File: config.mk
export PLATFORM = sky130hd
export DESIGN_NAME = inference_sequencer
export DESIGN_NICKNAME = d
export VERILOG_FILES = /design/src/rtl/infer_seq_pkg.sv /design/src/rtl/infer_seq_watchdog.sv /design/src/rtl/inference_sequencer.sv
export SDC_FILE = /design/constraint.sdc
export NUM_CORES = 1
export LEC_CHECK = 0
export CELL_PAD_IN_SITES_DETAIL_PLACEMENT = 1
export CELL_PAD_IN_SITES_GLOBAL_PLACEMENT = 2
export CORE_ASPECT_RATIO = 0.9
export CORE_MARGIN = 4
export CORE_UTILIZATION = 25
export CTS_BUF_LIST = sky130_fd_sc_hd__clkbuf_2
export CTS_CLUSTER_SIZE = 30
export DETAILED_ROUTE_END_ITERATION = 7
export PLACE_DENSITY = 0.85
export REMOVE_ABC_BUFFERS = 1
export SLEW_MARGIN = 20
export SYNTH_ARGS = -nofsm -noshare
export SYNTH_HDL_FRONTEND = slang
export SYNTH_SLANG_ARGS = --single-unit
File: constraint.sdc
create_clock -name clk -period 5.6 [get_ports clk]
set_input_delay 1.4 -clock clk [delete_from_list [all_inputs] [get_ports clk]]
set_output_delay 1.4 -clock clk [all_outputs]
set_load 0.01 [all_outputs]
File: src/rtl/infer_seq_pkg.sv
// Shared types and default sizes for the inference sequencer.
package infer_seq_pkg;

  localparam int DEF_ARRAY_DIM = 8;
  localparam int DEF_DATA_W    = 8;
  localparam int DEF_ROW_W     = DEF_ARRAY_DIM * DEF_DATA_W;

  // Beat and result counters stop at their targets, so 7 bits never wrap.
  localparam int CNT_W = 7;

  typedef logic [DEF_ROW_W-1:0] row_t;

  typedef enum logic [2:0] {
    IDLE,
    WLOAD,
    STREAM,
    FLUSH,
    DONE
  } infer_seq_state_t;

endpackage

File: src/rtl/infer_seq_watchdog.sv
// Idle-result watchdog: counts cycles since the last kick while armed and
// flags the cycle that completes TIMEOUT_CYCLES quiet cycles.
module infer_seq_watchdog
  import infer_seq_pkg::*;
#(
  parameter int TIMEOUT_CYCLES = 255
) (
  input  logic clk,
  input  logic rst,
  input  logic arm,
  input  logic kick,
  output logic expired
);

  localparam int CW = $clog2(TIMEOUT_CYCLES + 1);

  logic [CW-1:0] idle_cnt;

  // Quiet-cycle counter; restarts whenever disarmed or kicked.
  always_ff @(posedge clk or posedge rst) begin
    if (rst) begin
      idle_cnt <= '0;
    end else if (!arm || kick) begin
      idle_cnt <= '0;
    end else begin
      idle_cnt <= idle_cnt + CW'(1);
    end
  end

  // The first armed cycle sees a count of 0, so the final quiet cycle sees
  // TIMEOUT_CYCLES-1; flagging it makes the owner leave exactly on time.
  assign expired = arm && !kick && (idle_cnt == CW'(TIMEOUT_CYCLES - 1));

endmodule

File: src/rtl/inference_sequencer.sv
// Command front-end for the systolic array: loads weight rows, streams input
// rows, counts result beats and pulses done.
// Optional build macro INFER_SEQ_TIMEOUT_EN adds an idle-result watchdog that
// ends FLUSH with err=1 after TIMEOUT_CYCLES cycles without a result.
module inference_sequencer
  import infer_seq_pkg::*;
#(
  parameter  int ARRAY_DIM      = DEF_ARRAY_DIM,
  parameter  int DATA_W         = DEF_DATA_W,
  parameter  int TIMEOUT_CYCLES = 255,
  localparam int ROW_W          = ARRAY_DIM * DATA_W
) (
  input  logic             clk,
  input  logic             rst,
  input  logic             cmd_valid,
  output logic             cmd_ready,
  input  logic             cmd_load_weights,
  input  logic [CNT_W-1:0] cmd_num_inputs,
  input  logic [1:0]       cmd_act_mode,
  input  logic [ROW_W-1:0] cmd_bias,
  input  logic             src_valid,
  output logic             src_ready,
  input  logic [ROW_W-1:0] src_data,
  output logic             start_weights,
  output logic             enable,
  output logic [ROW_W-1:0] systolic_data,
  output logic [ROW_W-1:0] bias_vec,
  output logic [1:0]       activation_mode,
  input  logic             activation_ready,
  output logic             busy,
  output logic             done,
  output logic             err
);

  infer_seq_state_t state, state_nx;

  logic [CNT_W-1:0] num_inputs;
  logic [CNT_W-1:0] beat_cnt;
  logic [CNT_W-1:0] res_cnt;
  logic [CNT_W-1:0] res_next;
  logic             cmd_take;
  logic             accept;
  logic             res_inc;
  logic             last_wbeat;
  logic             last_ibeat;
  logic             expired;

  assign cmd_ready  = (state == IDLE);
  assign busy       = (state != IDLE);
  assign done       = (state == DONE);
  assign src_ready  = (state == WLOAD) || (state == STREAM);
  assign cmd_take   = cmd_valid && cmd_ready;
  assign accept     = src_valid && src_ready;
  assign last_wbeat = (beat_cnt == CNT_W'(ARRAY_DIM - 1));
  assign last_ibeat = (beat_cnt == num_inputs - CNT_W'(1));

  // Results only count while inputs are in flight, and never past the target.
  assign res_inc  = activation_ready && ((state == STREAM) || (state == FLUSH))
                    && (res_cnt != num_inputs);
  assign res_next = res_cnt + CNT_W'(res_inc);

  // State register.
  always_ff @(posedge clk or posedge rst) begin
    if (rst) state <= IDLE;
    else     state <= state_nx;
  end

  // Next-state logic; FLUSH looks at the incoming result so done follows the
  // final result by one cycle.
  always_comb begin
    state_nx = state;
    case (state)
      IDLE: begin
        if (cmd_valid) begin
          if (cmd_load_weights)             state_nx = WLOAD;
          else if (cmd_num_inputs != '0)    state_nx = STREAM;
          else                              state_nx = DONE;
        end
      end
      WLOAD: begin
        if (accept && last_wbeat) state_nx = (num_inputs != '0) ? STREAM : DONE;
      end
      STREAM: begin
        if (accept && last_ibeat) state_nx = FLUSH;
      end
      FLUSH: begin
        if ((res_next == num_inputs) || expired) state_nx = DONE;
      end
      DONE:    state_nx = IDLE;
      default: state_nx = IDLE;
    endcase
  end

  // Command latch and beat/result counters; the beat counter restarts at the
  // weight-to-input boundary so it indexes input rows directly.
  always_ff @(posedge clk or posedge rst) begin
    if (rst) begin
      num_inputs <= '0;
      beat_cnt   <= '0;
      res_cnt    <= '0;
    end else if (cmd_take) begin
      num_inputs <= cmd_num_inputs;
      beat_cnt   <= '0;
      res_cnt    <= '0;
    end else begin
      if (accept) beat_cnt <= ((state == WLOAD) && last_wbeat) ? '0 : beat_cnt + CNT_W'(1);
      res_cnt <= res_next;
    end
  end

  // Per-command bias and activation mode, held until the next command.
  always_ff @(posedge clk or posedge rst) begin
    if (rst) begin
      bias_vec        <= '0;
      activation_mode <= '0;
    end else if (cmd_take) begin
      bias_vec        <= cmd_bias;
      activation_mode <= cmd_act_mode;
    end
  end

  // Array drive stage: one-cycle registered copy of each accepted beat; the
  // data holds through source gaps.
  always_ff @(posedge clk or posedge rst) begin
    if (rst) begin
      enable        <= 1'b0;
      start_weights <= 1'b0;
      systolic_data <= '0;
    end else begin
      enable        <= accept;
      start_weights <= accept && (state == WLOAD) && (beat_cnt == '0);
      if (accept) systolic_data <= src_data;
    end
  end

`ifdef INFER_SEQ_TIMEOUT_EN
  logic wd_arm;
  logic err_flag;

  assign wd_arm = (state == FLUSH);

  infer_seq_watchdog #(
    .TIMEOUT_CYCLES(TIMEOUT_CYCLES)
  ) u_watchdog (
    .clk    (clk),
    .rst    (rst),
    .arm    (wd_arm),
    .kick   (activation_ready),
    .expired(expired)
  );

  // Remember that FLUSH ended by timeout rather than by result count.
  always_ff @(posedge clk or posedge rst) begin
    if (rst) begin
      err_flag <= 1'b0;
    end else if (cmd_take) begin
      err_flag <= 1'b0;
    end else if ((state == FLUSH) && expired && (res_next != num_inputs)) begin
      err_flag <= 1'b1;
    end
  end

  assign err = done && err_flag;
`else
  assign expired = 1'b0;
  assign err     = 1'b0;
`endif

endmodule

Yosys cells after proc, flatten, opt, wreduce, memory -nomap -nowiden
Cells that the tools add are included.

storage, ports and cells
  register bits = 156
  input bits = 143
  word-level logic and storage cells = 54
  output and inout port bits = 137

cells by class
  reductions and logical operators = 18
  muxes and demuxes = 12
  add/sub/neg operators = 3
  eq/ne operators = 12

operators by type and width
  cell                   count
  $mux W7                4
  $mux W3                7
  $eq A7 B7 Y1           2
  $reduce_bool A7 Y1     2
  $pmux W3 S4            1
  $logic_and A1 B1 Y1    9
  $add A7 B1 Y7          1
  $add A7 B1 Y7 const B  1
  $eq A7 B3 Y1 const B   1
  $logic_not A7 Y1       1
  $ne A7 B7 Y1           1
  $sub A7 B1 Y7 const B  1
  $eq A3 B2 Y1 const B   2
  $ne A2 B1 Y1 const B   2
  $ne A2 B2 Y1 const B   2
  $reduce_and A4 Y1      1
  $eq A3 B1 Y1 const B   1
  $eq A3 B3 Y1 const B   1
  $logic_not A3 Y1       1
  $reduce_bool A3 Y1     1
  $logic_or A1 B1 Y1     2
  $reduce_bool A2 Y1     1

Logic depth before layout (Yosys ltp)
Gate-level depths: netlist of run 1.

  depth after elaboration = 8
  mapped depth = 13
  mapped depth without buffers = 11

Worst setup path after synthesis of run 1
OpenSTA, ideal clock, no wires.

  kind = input to register
  from = input activation_ready
  to = register state[2]
  data required time = 5.506 ns
  setup slack = 2.256 ns
  setup time = 0.094 ns
  buffers on the path = 1
  arrival time = 3.250 ns
  stages on the path = 9
  path through = and3_1 -> ha_1 -> ha_1 -> and3_4 -> buf_6 -> xor2_1 -> or4_4 -> o21a_1 -> a221oi_2

on the way
  longest elaborated chain between the ends = 6

ends and longest elaborated chain
  element                             line                       source
  start, declared                     inference_sequencer.sv:29  input logic activation_ready,
  $logic_and A1 B1 Y1                 inference_sequencer.sv:58  assign res_inc = activation_ready && ((state == STREAM) || (state == FLUSH))
  $logic_and A1 B1 Y1                 inference_sequencer.sv:59  && (res_cnt != num_inputs);
  $add A7 B1 Y7                       inference_sequencer.sv:60  assign res_next = res_cnt + CNT_W'(res_inc);
  $eq A7 B7 Y1                        inference_sequencer.sv:87  if ((res_next == num_inputs) || expired) state_nx = DONE;
  $ne A2 B1 Y1 (no source line)       -
  $reduce_and A4 Y1 (no source line)  -
  end signal, assigned                inference_sequencer.sv:65  else state <= state_nx;
  end, declared                       inference_sequencer.sv:35  infer_seq_state_t state, state_nx;

Every way passes these cells.
A chain may end at the register's enable or synchronous reset.

Worst setup path in the final report of run 1
  from = register state[0]
  to = output cmd_ready

on the way
  longest elaborated chain between the ends = 1

ends and longest elaborated chain
  element           line                       source
  $logic_not A3 Y1  inference_sequencer.sv:48  assign cmd_ready = (state == IDLE);
  end, declared     inference_sequencer.sv:16  output logic cmd_ready,

Every way passes these cells.

==> metrics.cfg, run 1 <==
[global_route]
grt_first_pass_wirelength_um = 30020
grt_antenna_before_repair = 0
grt_util_met3 = 0.05429
grt_max_degree = 98
grt_pass1_vias = 5182
grtUsageMet1 = 0.1582
grt_use_total = 0.1327
grt-busiest-layer = met2
grt_remaining_overflow = 0
met2_usage = 0.2220

[worst_setup_path]
arrival_ps = 2290
cp-start-kind = flip-flop
r2r_cells = 11
max_stage_delay_ps = 610
setup.worst_path.end_class = output port
critPathSlowestCell = dfrtp_1
crit_required_ps = 4200
cp_cell_sequence = nor3_1, clkdlybuf4s50_1
worst-setup-path-type = flip-flop to output port
critical_path.max_fanout = 14

[placed_design]
dpl_cell_area_um2 = 9649
gp_congestion = 0.7399
dpl.hpwl_um = 14010
io_buffer_count = 278
place_ws_ps = 1818

[final_layout]
areaGrowthSynthToFinish_pct = 52.02
layout.nets = 886
antennaDiodeCount = 0
final_area_um2 = 9887
final_util = 0.3894
drive_gt1_frac = 0.2347

[timing]
max_freq_mhz = 270.9
fin_crit_ps = 3691
setup_viol_count_final = 0
grt_setup_unrepaired = no
finalWorstSetupSlack_ps = 1909
maxSlewViolCount = 0
period_share = 0.6591
finalClockSkew_ps = 48.60
relSlewSlack = 0.3939
setup_tns_ps = 0
worst_pin_slew_ps = 909.2
finalHoldViolations = 0

[yosys]
avgSynthCellArea_um2 = 14.14
synthArstFlopShare = 1.000
synth_edf_count = 0
netlist_area_um2 = 6504
synth_ff_type = dfrtp_1
seq_area_frac_synth = 0.6002
yosys_warnings = 0
ys_ff_latch = 156
syn_inst = 460
synth.lib_cells_used.distinct = 43

[floorplan]
placement_rows = 55
die_h_um = 161.0
core_area_um2 = 25390
dieArea_um2 = 28660
start_util = 0.2561
die_x_um = 178.0
num_io_pins = 280

[power_and_ir_drop]
ir_drop_mv = 0.2087
p_per_area_nw_per_um2 = 548.5
finalPower_uw = 5423
leakage_uw = 0.004022

[clock_tree]
cts_buffers = 17
cts-htree-levels = 4
cts_buffer_depth = 2
post_cts_resized = 0
cts_tree = yes
clkSinkCount = 156
cts_hold_buf = 0
clockRootBuffer = clkbuf_2
postCtsSetupBuffers = 0
clock_latency_ps = 720
clk_pin_slew_ps = 300

[route]
wirelength_um = 19040
dr.pass1.iters = 4
vias = 4745
dr.first_iter.drc_count = 161
routedWlPerCell_um = 17.43
drc_errors = 0
ant_nets = 0
viasPerCell = 4.345

[hold_path]
whs_path_depth = 1
min_path_type = flip-flop to flip-flop

[run]
drv_cap = 0

[status]
status = completed

-- final timing paths --
check	from	endpoint	slack (ps)
setup / recovery	state[0]	cmd_ready	1910
hold / removal	bias_vec[12]	bias_vec[12]	540
setup reg to reg	num_inputs[6]	state[2]	2540
hold reg to reg	bias_vec[12]	bias_vec[12]	540
max in group asynchronous	rst	beat_cnt[5]	3520
min in group asynchronous	rst	bias_vec[3]	1180
-- critical path, delay by kind of cell, from the launching register on --
family | cells | cell delay (ps)
buffers and inverters | 1 | 600
AND/OR/NAND/NOR | 1 | 360
flip-flops | 1 | 610
-- cell usage in the layout (no fill, tap or decap), types with 6 or more instances in the layout --
cell	synthesis	final
inv_6	0	6
clkbuf_2	0	17
xnor2_1	16	16
dfrtp_1	156	156
nand3_1	10	10
o21ai_0	13	13
nor2_1	12	12
nand2_1	7	7
clkdlybuf4s50_1	0	278
nor3_1	7	7
mux2_1	6	6
mux2_2	129	129
inv_1	10	9
xor2_1	14	14
-- Yosys cell counts, types with 2 or more instances --
master	n	area (um2)
o21a_1	2	15.01
nand3_1	10	50.05
nor4_1	2	12.51
a31o_2	2	17.52
clkbuf_1	7	26.28
mux2_2	129	1453
ha_1	5	62.56
nor3b_1	3	22.52
buf_2	12	60.06
nor3_1	7	35.03
nand2_1	7	26.28
mux2_1	6	67.56
inv_1	10	37.54
or4_1	2	15.01
dfrtp_1	156	3904
xnor2_1	16	140.1
a21oi_1	5	25.02
buf_4	4	30.03
nor2b_1	5	31.28
nand4_1	2	12.51
a31oi_1	4	25.02
nor2_1	12	45.04
or3_1	3	18.77
xor2_1	14	122.6
and3_1	5	31.28
o21ai_0	13	65.06
-- sequential cells by signal, indices dropped and copies added, names as in the netlist --
| register | flops |
|---|---|
| systolic_data | 64 |
| activation_mode | 2 |
| start_weights | 1 |
| enable | 1 |
| state | 3 |
| num_inputs | 7 |
| res_cnt | 7 |
| beat_cnt | 7 |
| bias_vec | 64 |
-- metrics by stage --
stage / std cells / hold slack [ps]
detailed placement: 1061 / 476.1
CTS: 1092 / 541.1
global placement: 1061 / 467.9
global route: 1092 / 561.2
floorplan: 436 / 523.4
finish: 1092 / 536.0
-- power breakdown --
part           leakage, uW  internal, uW  switching [uW]  total [uW]
combinational      0.00199          1650            1060        2720
clock             0.000150           183             480         663
sequential         0.00188          1670             372        2040
total              0.00402          3510            1920        5420
-- area by class of cell --
cell class	instances	area [um2]
Clock inverter	14	152.6
Multi-Input combinational cell	270	2442
Inverter	10	42.54
Fill cell	2703	15510
Clock buffer	17	85.08
Sequential cell	156	3904
Timing Repair Buffer	283	2833
Tap cell	342	427.9
-- kinds of logic (layout without fill, tap and decap cells) --
group           after synthesis  after routing  synth area share
flops                       156            156            0.6002
mux                         135            135            0.2337
simple gates                 65             65           0.05560
compound gates               34             34           0.03444
buf+inv                      34            324           0.02540
xor+xnor                     30             30           0.04040
fa+ha+maj                     5              5          0.009619
other cells                   1              1         0.0005766
-- routing by layer --
metal | vias to the layer above | share of wire
li1 | 2180 | -
met5 | - | 0
met1 | 2407 | 0.41
met4 | 0 | 0.014
met3 | 19 | 0.075
met2 | 139 | 0.50
Note: power is estimated with default switching activity, not from simulation.
==> inputs of run 2 (changes only) <==
--- a/config.mk
+++ b/config.mk
@@ -9,11 +9,11 @@
 export CELL_PAD_IN_SITES_GLOBAL_PLACEMENT = 2
 export CORE_ASPECT_RATIO = 0.9
 export CORE_MARGIN = 4
-export CORE_UTILIZATION = 25
+export CORE_UTILIZATION = 28
 export CTS_BUF_LIST = sky130_fd_sc_hd__clkbuf_2
 export CTS_CLUSTER_SIZE = 30
 export DETAILED_ROUTE_END_ITERATION = 7
-export PLACE_DENSITY = 0.85
+export PLACE_DENSITY = 0.9
 export REMOVE_ABC_BUFFERS = 1
 export SLEW_MARGIN = 20
 export SYNTH_ARGS = -nofsm -noshare
==> constraint.sdc (replaced) <==
create_clock -name clk -period 3.7 [get_ports clk]
set_input_delay 0.925 -clock clk [delete_from_list [all_inputs] [get_ports clk]]
set_output_delay 0.925 -clock clk [all_outputs]
set_load 0.01 [all_outputs]
==> run 2 against run 1 <==
Compared with the run above: non-clock buffer count grew 4; die area shrank 10%; flip-flop and latch count is the same.
==> metrics.cfg, run 2 (synthesized netlist as in run 1, its figures left out) <==
[timing]
period_share = 0.8711
relSlewSlack = 0.6026  ; was 0.3939
max_freq_mhz = 310.3
worst_pin_slew_ps = 596.1  ; was 909.2 ps
fin_crit_ps = 3223
finalHoldViolations = 0  ; unchanged
setup_viol_count_final = 0  ; unchanged
finalClockSkew_ps = 49.60  ; was 48.60 ps
grt_setup_unrepaired = no  ; unchanged
maxSlewViolCount = 0  ; unchanged

[clock_tree]
cts_hold_buf = 0  ; unchanged
cts-htree-levels = 4  ; unchanged
post_cts_resized = 0  ; unchanged
clkSinkCount = 156  ; unchanged
clk_pin_slew_ps = 300  ; about the same
cts_buffers = 17  ; unchanged
clock_latency_ps = 710  ; was 720 ps
clockRootBuffer = clkbuf_2  ; unchanged
cts_buffer_depth = 2  ; unchanged
cts_tree = yes  ; unchanged
postCtsSetupBuffers = 0  ; unchanged

[final_layout]
antennaDiodeCount = 0  ; unchanged
final_area_um2 = 9913  ; was 9887 um2
reg.largest.list = bias_vec: 64 flops, systolic_data: 64 flops  ; unchanged
stdcell_count = 1052  ; was 1092
areaGrowthSynthToFinish_pct = 52.42  ; was 52.02%
final_cell_mix = clkdlybuf4s50_1, dfrtp_1, mux2_2, clkbuf_2, xnor2_1  ; unchanged
drive_gt1_frac = 0.2384  ; was 0.2347
fill_cells = 2404  ; was 2703
layout.nets = 890  ; was 886
final_common_cell = clkdlybuf4s50_1  ; unchanged

[route]
viasPerCell = 4.513  ; was 4.345
dr.pass1.iters = 4  ; unchanged
dr.first_iter.drc_count = 168  ; was 161
routedWlPerCell_um = 18.29  ; was 17.43 um
drc_errors = 0  ; unchanged
vias = 4748  ; was 4745
wirelength_um = 19240  ; was 19040 um
ant_nets = 0  ; unchanged

[placed_design]
dp.cells = 1020  ; was 1061
io_buffer_count = 278  ; unchanged
dpl.hpwl_um = 14530  ; was 14010 um
gp_congestion = 0.7665  ; was 0.7399
dpl_cell_area_um2 = 9661  ; was 9649 um2

[worst_setup_path]
cp-start-kind = flip-flop  ; unchanged
crit_required_ps = 2770  ; was 4200 ps
critical_path.max_fanout = 14  ; unchanged
arrival_ps = 2300  ; was 2290 ps
worst-setup-path-type = flip-flop to output port  ; unchanged
setup.worst_path.end_class = output port  ; unchanged

[floorplan]
start_util = 0.2872  ; was 0.2561
die_x_um = 168.7  ; was 178.0 um
die_h_um = 152.6  ; was 161.0 um
core_area_um2 = 22640  ; was 25390 um2
dieArea_um2 = 25730  ; was 28660 um2
num_io_pins = 280  ; unchanged
placement_rows = 52  ; was 55

[power_and_ir_drop]
p_per_area_nw_per_um2 = 833.4  ; was 548.5 nW/um2
leakage_uw = 0.004052  ; was 0.004022 uW
ir_drop_mv = 0.3421  ; was 0.2087 mV

[global_route]
grt_remaining_overflow = 0  ; unchanged
grt_pass1_vias = 5205  ; was 5182
grt_antenna_before_repair = 0  ; unchanged
grt_use_total = 0.1500  ; was 0.1327
grt_max_degree = 95  ; was 98
grt_first_pass_wirelength_um = 30170  ; was 30020 um

[status]
status = completed  ; unchanged

[hold_path]
min_path_type = flip-flop to flip-flop  ; unchanged

[run]
drv_cap = 0  ; unchanged

-- run 2: layout make-up --
class	count	area, um2	share of cell area
repair buffers	287	2900	0.2926
flip-flops and latches	156	3904	0.3938
inverters	10	42.54	0.004291
clock buffers	17	85.08	0.008583
multi-input cells	270	2442	0.2464
well taps	297	371.6	0.03749
clock inverters	15	167.7	0.01691
-- run 2: critical path, stage by stage (launching register included) --
cell	delay, ps
dfrtp_1	620
nor3_1	360
clkdlybuf4s50_1	600
-- run 2: metrics by stage --
step	hold WS [ps]	TNS [ps]	setup WS (ps)	power, uW	util
finish	523.9	0	477.0	8262	0.4378
global route	505.6	0	197.8	8865	0.4378
CTS	529.0	0	364.2	8428	0.4378
detailed placement	478.9	0	407.8	7390	0.4267
global placement	468.6	0	428.4	7262	0.4267
floorplan	523.4	-450310	-3371	5137	-
-- run 2: metal layers --
layer | wire, um | up-vias | track usage | share of wire
li1 | - | 2190 | - | -
met1 | 7206 | 2396 | 0.1644 | 0.37
met2 | 10050 | 145 | 0.2640 | 0.52
met3 | 1640 | 17 | 0.06926 | 0.085
met4 | 343 | 0 | 0.03671 | 0.018
met5 | 0 | - | 0 | 0
-- run 2: final timing paths --
kind / from / endpoint / slack (ps) / depth (start not counted)
hold / removal: bias_vec[12] / bias_vec[12] / 520 / 1
hold reg to reg: bias_vec[12] / bias_vec[12] / 520 / 1
setup / recovery: state[0] / cmd_ready / 480 / 2
min in group asynchronous: rst / bias_vec[25] / 610 / 3
max in group asynchronous: rst / systolic_data[38] / 2550 / 3
setup reg to reg: num_inputs[2] / state[2] / 670 / 11
-- run 2: power by group --
part | internal, uW | switching (uW) | leakage, uW | total (uW)
clock network | 234 | 754 | 0.000149 | 988
logic | 2530 | 1660 | 0.00203 | 4190
registers | 2530 | 551 | 0.00188 | 3080
total | 5300 | 2960 | 0.00405 | 8260
==> inputs of run 3 (changes only) <==
--- a/config.mk
+++ b/config.mk
@@ -5,11 +5,9 @@
 export SDC_FILE = /design/constraint.sdc
 export NUM_CORES = 1
 export LEC_CHECK = 0
-export CELL_PAD_IN_SITES_DETAIL_PLACEMENT = 1
-export CELL_PAD_IN_SITES_GLOBAL_PLACEMENT = 2
 export CORE_ASPECT_RATIO = 0.9
 export CORE_MARGIN = 4
-export CORE_UTILIZATION = 28
+export CORE_UTILIZATION = 44
 export CTS_BUF_LIST = sky130_fd_sc_hd__clkbuf_2
 export CTS_CLUSTER_SIZE = 30
 export DETAILED_ROUTE_END_ITERATION = 7
==> run 3 against run 2 <==
Compared with the run above: final cell count shrank 10%; final area shrank 1.5%; register-to-register slack lost 50 ps; combinational power is essentially flat; sequential power grew 1%; hold slack is essentially flat; total power grew 1.3%; critical endpoint unchanged; non-clock buffer count shrank 5; clock-buffer cell count grew 1; worst setup slack gained 52 ps.
==> metrics.cfg, run 3 (synthesized netlist as in run 1, its figures left out) <==
[timing]
finalWorstSetupSlack_ps = 528.9  ; was 477.0 ps
fin_crit_ps = 3171  ; was 3223 ps
relSlewSlack = 0.5736  ; was 0.6026
maxSlewViolCount = 0  ; unchanged
worst_pin_slew_ps = 639.6  ; was 596.1 ps
finalClockSkew_ps = 22.26  ; was 49.60 ps
grt_setup_unrepaired = no  ; unchanged
max_freq_mhz = 315.3  ; was 310.3 MHz
period_share = 0.8571  ; was 0.8711
setup_viol_count_final = 0  ; unchanged
whs_ps = 524.0  ; was 523.9 ps
finalHoldViolations = 0  ; unchanged

[floorplan]
die_x_um = 136.2  ; was 168.7 um
num_io_pins = 280  ; unchanged
dieArea_um2 = 16790  ; was 25730 um2
placement_rows = 41  ; was 52
core_area_um2 = 14260  ; was 22640 um2
start_util = 0.4560  ; was 0.2872
die_h_um = 123.3  ; was 152.6 um

[final_layout]
final_cell_mix = clkdlybuf4s50_1, dfrtp_1, mux2_2, clkbuf_2, xnor2_1  ; unchanged
antennaDiodeCount = 0  ; unchanged
fill_cells = 1029  ; was 2404
layout.nets = 885  ; was 890
areaGrowthSynthToFinish_pct = 50.12  ; was 52.42%
final_common_cell = clkdlybuf4s50_1  ; unchanged
drive_gt1_frac = 0.2333  ; was 0.2384
reg.largest.list = bias_vec: 64 flops, systolic_data: 64 flops  ; unchanged

[worst_setup_path]
worst-setup-path-type = flip-flop to output port  ; unchanged
path_delay_family = buffers and inverters  ; was flip-flops
critical_path.max_fanout = 14  ; unchanged
cp_cell_sequence = nor3_1, clkdlybuf4s50_1  ; unchanged
cp.buffers_inverters = 1  ; unchanged
cp-start-kind = flip-flop  ; unchanged
critPathSlowestCell = clkdlybuf4s50_1  ; was dfrtp_1
setup.worst_path.end_class = output port  ; unchanged
max_stage_delay_ps = 600  ; was 620 ps
arrival_ps = 2250  ; was 2300 ps
crit_required_ps = 2770  ; about the same

[global_route]
grt_first_pass_wirelength_um = 28030  ; was 30170 um
grt_remaining_overflow = 0  ; unchanged
grt_max_degree = 86  ; was 95
grt_use_total = 0.2200  ; was 0.1500
grt_pass1_vias = 5341  ; was 5205
grt_antenna_before_repair = 0  ; unchanged

[clock_tree]
post_cts_resized = 0  ; unchanged
clkSinkCount = 156  ; unchanged
clock_latency_ps = 720  ; was 710 ps
cts-htree-levels = 4  ; unchanged
cts_buffers = 17  ; unchanged
cts_hold_buf = 0  ; unchanged
clockRootBuffer = clkbuf_2  ; unchanged
cts_tree = yes  ; unchanged
clk_pin_slew_ps = 230  ; was 300 ps
postCtsSetupBuffers = 0  ; unchanged
cts_buffer_depth = 2  ; unchanged

[hold_path]
min_path_type = flip-flop to flip-flop  ; unchanged

[route]
dr.pass1.iters = 5  ; was 4
vias = 4740  ; was 4748
ant_nets = 0  ; unchanged
dr.first_iter.drc_count = 247  ; was 168
routedWlPerCell_um = 19.17  ; was 18.29 um
wirelength_um = 18080  ; was 19240 um
viasPerCell = 5.027  ; was 4.513
drc_errors = 0  ; unchanged

[status]
status = completed  ; unchanged

[power_and_ir_drop]
p_switching_uw = 2876  ; was 2963 uW
leakage_uw = 0.004041  ; was 0.004052 uW
p_per_area_nw_per_um2 = 857.6  ; was 833.4 nW/um2
ir_drop_mv = 0.5311  ; was 0.3421 mV
pwr-share-comb = 0.499  ; was 0.507
switching_share = 0.3434  ; was 0.3587
p_seq_frac = 0.373  ; about the same
clockPowerShare = 0.129  ; was 0.120
p_int_uw = 5498  ; was 5299 uW

[placed_design]
gp_congestion = 0.9282  ; was 0.7665
place_ws_ps = 333.1  ; was 407.8 ps
dpl.hpwl_um = 13550  ; was 14530 um
io_buffer_count = 278  ; unchanged

[run]
drv_cap = 0  ; unchanged

[run 3: cell count changes in the layout (fill, tap and decap cells not counted)]
cell,previous run,this run
bufinv_16,0,4
inv_6,5,3
clkinv_2,0,3
clkbuf_2,17,18
clkinv_4,0,2
inv_8,5,1
inv_12,1,0
clkinv_8,3,0
buf_4,5,1
buf_12,4,3
[run 3: final timing paths]
| kind | start | end | slack, ps | cells after the start |
|---|---|---|---|---|
| max | state[0] | cmd_ready | 530 | 2 |
| min | bias_vec[6] | bias_vec[6] | 520 | 1 |
| max reg2reg | num_inputs[2] | state[2] | 620 | 11 |
| min reg2reg | bias_vec[6] | bias_vec[6] | 520 | 1 |
| max in group asynchronous | rst | bias_vec[37] | 2200 | 3 |
| min in group asynchronous | rst | bias_vec[32] | 630 | 2 |
[run 3: power by group through the flow]
stage                     clock network [uW]  registers (uW)  logic (uW)
after floorplan                            0            3400        1740
after global placement                     0            3080        4080
after detailed placement                   0            3150        4200
after CTS                               1110            3130        4230
after global routing                    1190            3240        4460
final                                   1080            3120        4180
[run 3: through the flow]
step | area (um2) | util | instances | power [uW] | TNS (ps)
finish | 9763 | 0.6846 | 943 | 8373 | 0
global route | 9763 | 0.6846 | 943 | 8885 | 0
CTS | 9763 | 0.6846 | 943 | 8472 | 0
detailed placement | 9480 | 0.6648 | 911 | 7356 | 0
global placement | 9480 | 0.6648 | 911 | 7164 | 0
floorplan | 6376 | - | 436 | 5137 | -450310
[run 3: final cells by class]
type | instances | area (um2) | share of cell area
tap | 193 | 241.5 | 0.02473
multi-input combinational | 270 | 2442 | 0.2502
timing repair buffer | 282 | 2850 | 0.2919
sequential | 156 | 3904 | 0.3998
inverter | 10 | 42.54 | 0.004357
clock inverter | 14 | 192.7 | 0.01974
clock buffer | 18 | 90.09 | 0.009227
[run 3: routing by layer]
metal	part of all wire	GRT usage
met1	0.37	0.2446
met5	0	0
met3	0.093	0.08910
met4	0.018	0.06801
met2	0.52	0.3880
[run 3: worst register-to-register path, cell delays in order (launching register included)]
cell and delay, ps:
dfrtp_1 540, xor2_1 210, nor3_1 180, nand4_1 120
and3_1 190, ha_1 210, ha_1 220, xnor2_1 270
xnor2_1 100, or4_4 540, o21a_1 200, a221oi_2 220
